$ cat src/rtl/pwm_timer_pkg.sv
// Shared definitions for the PWM/timer core: state encoding, ctrl register bit map, widths.
package pwm_timer_pkg;

    localparam int unsigned CW_DEF = 16;

    localparam logic [1:0] ST_IDLE_ENC  = 2'd0;
    localparam logic [1:0] ST_RUN_ENC   = 2'd1;
    localparam logic [1:0] ST_PAUSE_ENC = 2'd2;
    localparam logic [1:0] ST_DONE_ENC  = 2'd3;

    typedef enum logic [1:0] {
        ST_IDLE  = ST_IDLE_ENC,
        ST_RUN   = ST_RUN_ENC,
        ST_PAUSE = ST_PAUSE_ENC,
        ST_DONE  = ST_DONE_ENC
    } state_t;

    localparam int unsigned CTRL_MODE_BIT  = 1;
    localparam int unsigned CTRL_EN_BIT    = 2;
    localparam int unsigned CTRL_CONT_BIT  = 3;
    localparam int unsigned CTRL_SWRST_BIT = 7;

endpackage

$ cat src/rtl/cfg_shadow.sv
// Pending-update flag and period/duty/mode shadow registers; new values land only on start or at a period boundary.
module cfg_shadow
    import pwm_timer_pkg::*;
#(
    parameter int unsigned CW = CW_DEF
) (
    input  logic          clk,
    input  logic          i_rst,
    input  logic          i_start,
    input  logic          i_tc_upd,
    input  logic          i_cfg_wr,
    input  logic [CW-1:0] i_period,
    input  logic [CW-1:0] i_duty,
    input  logic          i_mode,
    output logic [CW-1:0] o_period_act,
    output logic [CW-1:0] o_duty_act,
    output logic          o_mode_act,
    output logic          o_mode_chg_c
);

    logic [CW-1:0] r_period_act;
    logic [CW-1:0] r_duty_act;
    logic          r_mode_act;
    logic          r_pending;
    logic          w_valid;
    logic          w_consume;

    // A zero period is never loaded; the pending request is still consumed.
    assign w_valid      = (i_period != '0);
    assign w_consume    = i_tc_upd & r_pending;
    assign o_mode_chg_c = w_consume & w_valid & (i_mode != r_mode_act);

    always_ff @(posedge clk) begin
        if (i_rst) begin
            r_period_act <= '0;
            r_duty_act   <= '0;
            r_mode_act   <= 1'b0;
            r_pending    <= 1'b0;
        end else begin
            if (i_start || (w_consume && w_valid)) begin
                r_period_act <= i_period;
                r_duty_act   <= i_duty;
                r_mode_act   <= i_mode;
            end
            if (i_start) begin
                r_pending <= 1'b0;
            end else if (w_consume) begin
                r_pending <= i_cfg_wr;
            end else if (i_cfg_wr) begin
                r_pending <= 1'b1;
            end
        end
    end

    assign o_period_act = r_period_act;
    assign o_duty_act   = r_duty_act;
    assign o_mode_act   = r_mode_act;

endmodule

$ cat src/rtl/counter_sequencer.sv
// Control FSM sequencing the main counter of the PWM/timer core: enable/clear, shadow loads, one-shot stop, sticky irq.
module counter_sequencer
    import pwm_timer_pkg::*;
#(
    parameter int unsigned CW         = CW_DEF,
    parameter bit          IRQ_IN_PWM = 1'b0
) (
    input  logic          slow_clk,
    input  logic          rst,
    input  logic          sw_rst,
    input  logic          ctrl_en,
    input  logic          ctrl_mode,
    input  logic          ctrl_cont,
    input  logic [CW-1:0] period_reg,
    input  logic [CW-1:0] duty_reg,
    input  logic          cfg_wr,
    input  logic          irq_clr,
    input  logic [CW-1:0] counter,
    output logic          cnt_en,
    output logic          cnt_clr,
    output logic [CW-1:0] period_act,
    output logic [CW-1:0] duty_act,
    output logic          mode_act,
    output logic          irq,
    output logic          busy
);

    state_t        r_state;
    logic          r_cnt_en;
    logic          r_cnt_clr;
    logic          r_irq;
    logic          r_busy;

    logic          w_rst;
    logic [CW-1:0] w_tc_val;
    logic          w_tc;
    logic          w_start;
    logic          w_tc_upd;
    logic          w_irq_set;
    logic          w_mode_chg;

    assign w_rst     = rst | sw_rst;
    // PWM counts 0..period-1, timer counts 0..period.
    assign w_tc_val  = mode_act ? (period_act - CW'(1)) : period_act;
    assign w_tc      = r_cnt_en & (counter == w_tc_val);
    assign w_start   = (r_state == ST_IDLE) & ctrl_en & (period_reg != '0);
    assign w_tc_upd  = (r_state == ST_RUN) & ctrl_en & w_tc;
    assign w_irq_set = w_tc & (~mode_act | IRQ_IN_PWM);

    cfg_shadow #(
        .CW (CW)
    ) u_cfg_shadow (
        .clk          (slow_clk),
        .i_rst        (w_rst),
        .i_start      (w_start),
        .i_tc_upd     (w_tc_upd),
        .i_cfg_wr     (cfg_wr),
        .i_period     (period_reg),
        .i_duty       (duty_reg),
        .i_mode       (ctrl_mode),
        .o_period_act (period_act),
        .o_duty_act   (duty_act),
        .o_mode_act   (mode_act),
        .o_mode_chg_c (w_mode_chg)
    );

    // Sequencing FSM; outputs registered alongside the state.
    always_ff @(posedge slow_clk) begin
        if (w_rst) begin
            r_state   <= ST_IDLE;
            r_cnt_en  <= 1'b0;
            r_cnt_clr <= 1'b1;
            r_busy    <= 1'b0;
        end else begin
            case (r_state)
                ST_IDLE: begin
                    if (w_start) begin
                        r_state   <= ST_RUN;
                        r_cnt_en  <= 1'b1;
                        r_cnt_clr <= 1'b0;
                        r_busy    <= 1'b1;
                    end else begin
                        r_cnt_en  <= 1'b0;
                        r_cnt_clr <= 1'b1;
                        r_busy    <= 1'b0;
                    end
                end
                ST_RUN: begin
                    r_busy <= 1'b1;
                    if (!ctrl_en) begin
                        r_state   <= ST_PAUSE;
                        r_cnt_en  <= 1'b0;
                        r_cnt_clr <= 1'b0;
                    end else if (w_tc && !mode_act && !ctrl_cont) begin
                        r_state   <= ST_DONE;
                        r_cnt_en  <= 1'b0;
                        r_cnt_clr <= 1'b1;
                    end else begin
                        r_cnt_en  <= 1'b1;
                        r_cnt_clr <= w_mode_chg;
                    end
                end
                ST_PAUSE: begin
                    r_busy    <= 1'b1;
                    r_cnt_clr <= 1'b0;
                    if (ctrl_en) begin
                        r_state  <= ST_RUN;
                        r_cnt_en <= 1'b1;
                    end else begin
                        r_cnt_en <= 1'b0;
                    end
                end
                ST_DONE: begin
                    r_cnt_en  <= 1'b0;
                    r_cnt_clr <= 1'b1;
                    if (!ctrl_en) begin
                        r_state <= ST_IDLE;
                        r_busy  <= 1'b0;
                    end else begin
                        r_busy  <= 1'b1;
                    end
                end
                default: begin
                    r_state   <= ST_IDLE;
                    r_cnt_en  <= 1'b0;
                    r_cnt_clr <= 1'b1;
                    r_busy    <= 1'b0;
                end
            endcase
        end
    end

    // Sticky interrupt; a set event beats a coincident clear.
    always_ff @(posedge slow_clk) begin
        if (w_rst) begin
            r_irq <= 1'b0;
        end else if (w_irq_set) begin
            r_irq <= 1'b1;
        end else if (irq_clr) begin
            r_irq <= 1'b0;
        end
    end

    assign cnt_en  = r_cnt_en;
    assign cnt_clr = r_cnt_clr;
    assign irq     = r_irq;
    assign busy    = r_busy;

endmodule
$ cat config.mk
export PLATFORM = sky130hd
export DESIGN_NAME = counter_sequencer
export DESIGN_NICKNAME = d
export VERILOG_FILES = /design/src/rtl/pwm_timer_pkg.sv /design/src/rtl/cfg_shadow.sv /design/src/rtl/counter_sequencer.sv
export SDC_FILE = /design/constraint.sdc
export NUM_CORES = 1
export LEC_CHECK = 0
export BUFFER_PORTS_ARGS = -buffer_cell sky130_fd_sc_hd__buf_2
export CORE_MARGIN = 1.5
export CORE_UTILIZATION = 53
export CTS_CLUSTER_DIAMETER = 100
export DETAILED_ROUTE_END_ITERATION = 12
export PLACE_DENSITY = 0.83
export REMOVE_ABC_BUFFERS = 1
export SLEW_MARGIN = 20
export SYNTH_ARGS = -nofsm -noshare
export SYNTH_HDL_FRONTEND = slang
export SYNTH_SLANG_ARGS = --single-unit
$ cat constraint.sdc
create_clock -name slow_clk -period 3 [get_ports slow_clk]
set_input_delay 0.3 -clock slow_clk [delete_from_list [all_inputs] [get_ports slow_clk]]
set_output_delay 0.3 -clock slow_clk [all_outputs]
set_load 0.005 [all_outputs]
==> metrics.md, run 1 <==
| Metric | Value |
|---|---|
| Status | finished, final reports clean |
| Nets | 506 |
| Die extent in y | ~80 µm |
| I/O Buffers | 92 |
| Post-layout power | between 1 and 1.5 mW |
| TritonCTS Sinks | 40 |
| Clk Latency, worst-skew pair | a little under 300 ps |
| Vias per cell | 6.44 |
| Setup crit start kind | flip-flop |
| Core area | approximately 5600 µm² |
| Final setup vio count | 0 |
| WL/cell | 16.8 µm |
| Arr. time, crit path | 2970 ps |
| Final worst slack | 225 ps |
| Filler Cell Count | 510 |
| Slew @ Worst Pin | approximately 520 ps |
| RD Place Congestion | 0.944 |
| Layout cell share with drive strength beyond 1 | 0.355 |
| Synth area leaders | dfxtp_1, o221ai_2, nand4_1 |
| Ys async rst share | 0 |
| Final Hold Viols | 0 |
| Leak Pwr | ~1.6 nW |
| Worst-path clk slew | 80 ps |
| CTS tree | yes |
| Vias in the first global route | 2971 |
| Post-synth top area cell | dfxtp_1 |
| Syn Inst Count | 372 |
| MaxCap Viol Count | 0 |
| Slew Limit Fails | 0 |
| Pre-CTS WS | 89.1 ps |
| IO Pins | 93 |
| Critical path endpoint category | flip-flop |
| Routed WL | 8690 µm |
| Seq cells post-synth | 40 |
| Power per cell area | 326 nW/µm² |
| Initial antenna violation count | 0 |
| All-Layer GR Usage | 0.271 |
| Crit Path Class | flip-flop to flip-flop |
| Main synth FF type | dfxtp_1 |
| Hold Path Class | input port to flip-flop |
| Die area | 6410 µm² |
| Final setup TNS | 0 ps |
| Post-synth EDFFs | 0 |
| Warnings, synthesis | 0 |
| H-tree levels | 2 |
| DR pass1 iterations | 5 |
| VDD IR max | approximately 270 µV |
| Crit path required time | 3200 ps |
| Synthesized cell area | 3150 µm² |
| Num CTS Buffers | 5 |
| Crit path launch | u_cfg_shadow.o_period_act[0] |
| Synth cell types | 52 |
| Synthesized area per cell | between 8 and 9 µm² |
| First-pass GRT wire length | 13900 µm |
| RSZ-0062 raised after global routing | no |
| Layout area overhead | 19.1% |
| Clock Path Buffers | 2 |
| Pin count of the biggest net entering global routing | roughly 100 |
| Hold path startpoint | cfg_wr |
| Layout Skew | around 5.3 ps |
| Root buf cell | clkbuf_8 |
| Worst-path maximum fanout | 34 |
| Max-slew headroom | 0.653 |
| Multi-input logic area | 2150 µm² |
| Seq/Total Area, Yosys | 0.254 |
| Fin crit period | 2780 ps |
| Remaining DRCs | 0 |
| Via count | between 3k and 4k |
| # rows | 27 |
| Antenna Nets Post-Route | 0 |
| Total grt overflow | 0 |
| Starting DRT DRC Count | 386 |
| Worst R2R Start | u_cfg_shadow.o_period_act[0] |
| DIE WIDTH | around 80 µm |
| FMAX | 360 MHz |
| Crit share post-route | 0.925 |
| Initial core utilization | 0.562 |
| Diodes inserted | 0 |
| Final HPWL DP | 5950 µm |
| FF/Latch Area | 801 µm² |
| Yosys top cell area share | 0.254 |
| Post-CTS Setup Bufs | 0 |
-- worst max-delay path, cell delays in order (launching register included) --
cell,delay (ps)
dfxtp_1,470
inv_1,80
ha_1,230
nand3b_1,160
nor4_1,100
nor4b_2,350
nor3_2,110
nor4_4,350
buf_8,270
nand3_2,210
o41ai_2,360
-- what timing repair did --
| action | in CTS | in global routing |
|---|---|---|
| hold buffers | 0 | 0 |
| setup endpoints to repair | 0 | 5 |
| gates resized for setup | 0 | 4 |
-- cell type report --
type,instances,area share
Clock buffer,8,0.0240
Inverter,8,0.00801
Multi-Input combinational cell,284,0.573
Sequential cell,40,0.213
Tap cell,72,0.0240
Timing Repair Buffer,105,0.157
-- cells in the mapped netlist, drive strengths merged, types with 2 or more instances --
| library cell | n |
|---|---|
| a211oi | 4 |
| a21oi | 5 |
| a31oi | 3 |
| and3 | 34 |
| and4 | 2 |
| buf | 6 |
| clkbuf | 34 |
| dfxtp | 40 |
| ha | 6 |
| inv | 8 |
| nand2 | 43 |
| nand3 | 36 |
| nand3b | 4 |
| nand4 | 36 |
| nor2 | 9 |
| nor3 | 5 |
| nor4 | 9 |
| nor4b | 3 |
| o211ai | 3 |
| o21a | 3 |
| o21ai | 3 |
| o221ai | 33 |
| o31ai | 2 |
| o41ai | 2 |
| or2 | 2 |
| or3 | 2 |
| xnor2 | 17 |
| xor2 | 5 |
-- state kept, by name, indices dropped and copies added (netlist names) --
register,cells
cnt_en,1
irq,1
r_state,2
u_cfg_shadow.o_duty_act,16
busy,1
u_cfg_shadow.o_mode_act,1
u_cfg_shadow.r_pending,1
u_cfg_shadow.o_period_act,16
cnt_clr,1
-- metrics by stage --
step           hold WS, ps   util  cells  instance area, µm²
6_report               257  0.669    517                3750
5_1_grt                278  0.669    517                3750
4_1_cts                252  0.666    517                3740
3_5_place_dp           490  0.650    509                3650
3_3_place_gp           496  0.650    509                3650
2_1_floorplan          436      -    332                2940
-- power by group --
group | internal [mW] | switching (mW) | total (mW)
clock network | 0.188 | 0.184 | 0.372
registers | 0.549 | 0.0190 | 0.568
logic | 0.116 | 0.168 | 0.284
total | 0.853 | 0.372 | 1.22
-- logic make-up after synthesis --
| logic type | after synthesis | share of synthesized area |
|---|---|---|
| xor gates and xnor gates | 22 | 0.0612 |
| DFF | 40 | 0.254 |
| AOI/OAI and AO/OA | 65 | 0.232 |
| and+or+nand+nor | 191 | 0.353 |
| buffers and inverters | 48 | 0.0759 |
| adders and majority gates | 6 | 0.0238 |
-- layout by cell type (no fill, tap or decap), types with 2 or more instances in the layout --
cell	synthesis	layout
nor4_1	7	7
nand4_1	36	36
nand2_1	42	42
buf_2	2	92
ha_1	6	6
nor4b_2	1	2
o31ai_1	2	2
clkbuf_1	34	2
nand3_1	35	34
xnor2_1	17	17
and3_1	34	34
o221ai_1	3	3
clkbuf_8	0	6
o221ai_2	30	30
xor2_1	5	5
or3_1	2	2
a21oi_1	5	5
nor3_1	3	3
nor2_1	9	8
buf_4	0	10
dfxtp_1	40	40
nor3_2	2	2
o21ai_0	3	3
a211oi_1	3	3
buf_12	3	2
o21a_1	3	3
nor4_4	2	2
nand3b_1	4	4
inv_1	8	8
o211ai_1	3	3
a31oi_1	3	3
-- final timing paths --
path                            cells past startpoint                     end  slack, ps
worst min-delay path                                2  u_cfg_shadow.r_pending        260
worst max register to register                     10                 cnt_clr        220
worst min register to register                      2                     irq        500
worst max-delay path                               10                 cnt_clr        220
-- per-layer routing --
metal  GRT usage  share of wire  vias to the layer above
met2       0.434           0.47                      187
met4      0.0948          0.026                        0
li1            -              -                     1576
met1       0.367           0.42                     1542
met5           0              0                        -
met3      0.0455          0.078                       24
Power figures use the tool's default switching activity.
==> inputs of run 2 (changes only) <==
- MAX_ROUTING_LAYER: unset -> met4
- PLACE_DENSITY: 0.83 -> 0.82
==> run 2 against run 1 <==
Effect of this change: utilization rose by 0.31 points; fmax shrank 0.68%; total power is 9.0% higher; flip-flop and latch count unchanged.
==> metrics.md, run 2 (synthesized netlist as in run 1, its figures left out) <==
| Metric | Value |
|---|---|
| Status | finished, final reports clean |
| Layout cell share with drive strength beyond 1 | 0.356 (+0.000800) |
| Vias per cell | 6.32 (-1.9%) |
| CP peak stage delay | 490 ps (+20 ps) |
| DR pass1 iterations | 5 (unchanged) |
| Initial core utilization | 0.562 (unchanged) |
| CTS Hold Bufs | 0 (unchanged) |
| Clock Path Buffers | 2 (unchanged) |
| Commonest non-fill, non-tap cell in the layout | buf_2 |
| Worst-path maximum fanout | 34 (unchanged) |
| Worst R2R Setup Slack | 210 ps (-20 ps) |
| Arr. time, crit path | 3000 ps (+30 ps) |
| IO Pins | 93 (unchanged) |
| Starting DRT DRC Count | 309 (-20%) |
| Total grt overflow | 0 (unchanged) |
| Worst-path clk slew | 70 ps (about the same) |
| Crit path required time | 3200 ps (about the same) |
| TritonCTS Sinks | 40 (unchanged) |
| Num CTS Buffers | 5 (unchanged) |
| Post-CTS Resized | 0 (unchanged) |
| Slew Limit Fails | 0 (unchanged) |
| MaxCap Viol Count | 0 (unchanged) |
| Crit share post-route | 0.931 (+0.00634) |
| Clk Latency, worst-skew pair | 300 ps (about the same) |
| Hold Path Class | input port to flip-flop |
| Leak Pwr | 1.56 nW (+0.47%) |
| Slew @ Worst Pin | 523 ps (+2.42 ps) |
| Post-CTS Setup Bufs | 0 (unchanged) |
| DIE WIDTH | 80.1 µm (unchanged) |
| Antenna Nets Post-Route | 0 (unchanged) |
| Remaining DRCs | 0 (unchanged) |
| Most frequent cells in the layout | buf_2, nand2_1, dfxtp_1, nand4_1 |
| Critical path endpoint category | flip-flop |
| Die area | 6410 µm² (unchanged) |
| Critical path's slowest cell | nor4b_4 |
| Layout area overhead | 19.7% |
| Delay-heaviest family, CP | simple AND/OR/NAND/NOR gates |
| Fin crit period | 2790 ps (+19.0 ps) |
| Final setup vio count | 0 (unchanged) |
| All-Layer GR Usage | 0.273 (+0.00166) |
| Power per cell area | 354 nW/µm² (+8.5%) |
| Initial antenna violation count | 0 (unchanged) |
| Max-slew headroom | 0.651 (-0.00161) |
| # rows | 27 (unchanged) |
| Crit path cell chain | nor4b_4 -> nand2_2 -> nor4_1 -> nand2_1 -> a211oi_4 -> buf_4 -> nand3_2 -> o41ai_2 |
| Setup crit start kind | flip-flop |
| H-tree levels | 2 (unchanged) |
| First-pass GRT wire length | 13800 µm (-1.3%) |
| Pin count of the biggest net entering global routing | 61 (-41%) |
| I/O Buffers | 92 (unchanged) |
| RD Place Congestion | 0.897 (-5.1%) |
| Diodes inserted | 0 (unchanged) |
| Crit Path Class | flip-flop to flip-flop |
| Final Hold Viols | 0 (unchanged) |
| Root buf cell | clkbuf_8 |
| Final worst slack | 206 ps (-19.0 ps) |
| Final HPWL DP | 5960 µm (+0.15%) |
| RSZ-0062 raised after global routing | no |
| WL/cell | 16.5 µm (-1.7%) |
| Vias in the first global route | 2843 (-4.3%) |
| Routed WL | 8530 µm (-1.9%) |
| CP Buf/Inv Count | 1 (-1) |
| Core area | 5610 µm² (unchanged) |
| Core Util, Final | 0.672 (+0.00312) |
| FMAX | 358 MHz (-0.68%) |
| VDD IR max | 268 µV (-2.3%) |
| Layout Skew | 6.34 ps (+1.00 ps) |
| CTS tree | yes |
| Pre-CTS WS | 223 ps (+133 ps) |
| Nets | 505 (-0.20%) |
| Via count | 3259 (-2.1%) |
| Die extent in y | 80.1 µm (unchanged) |
-- run 2: changes by cell type in the layout (fill, tap and decap cells not counted) --
cell and change:
and4_2 +1, and4_4 -1, buf_4 -1, buf_6 +1
buf_8 -1, bufinv_16 +1, clkbuf_1 -2, clkbuf_8 +1
nor4b_1 +1, nor4b_2 -1
-- run 2: where the power goes --
group	switching [mW]	internal [mW]	leakage [nW]
logic	0.168	0.114	1.17
clock network	0.190	0.294	0.0645
registers	0.0195	0.549	0.326
-- run 2: per-stage QoR --
step / power [mW] / instances / setup TNS (ps) / instance area [µm²] / hold slack, ps
finish: 1.33 / 516 / 0 / 3770 / 258
global route: 1.40 / 516 / 0 / 3770 / 262
detailed placement: 0.859 / 508 / 0 / 3640 / 470
CTS: 1.34 / 516 / 0 / 3760 / 252
floorplan: 0.738 / 332 / -39700 / 2940 / 436
global placement: 0.851 / 508 / 0 / 3640 / 472
-- run 2: layout make-up --
class | instances | area [µm²]
sequential | 40 | 801
tap | 72 | 90.1
multi-input combinational | 284 | 2140
clock inverter | 1 | 30.0
inverter | 8 | 30.0
timing repair buffer | 104 | 579
fill | 481 | 1840
clock buffer | 7 | 96.3
-- run 2: routing by layer --
layer / part of all wire / vias up / track usage
met5: 0 / - / -
met4: 0.015 / 0 / 0.0707
met3: 0.081 / 15 / 0.0455
met2: 0.46 / 152 / 0.408
met1: 0.44 / 1524 / 0.383
li1: - / 1568 / -
-- run 2: worst paths after layout --
kind / from / to / cells after the start
max: u_cfg_shadow.o_period_act[0] / cnt_clr / 8
min reg2reg: irq / irq / 2
min: cfg_wr / u_cfg_shadow.r_pending / 2
max reg2reg: u_cfg_shadow.o_period_act[0] / cnt_clr / 8
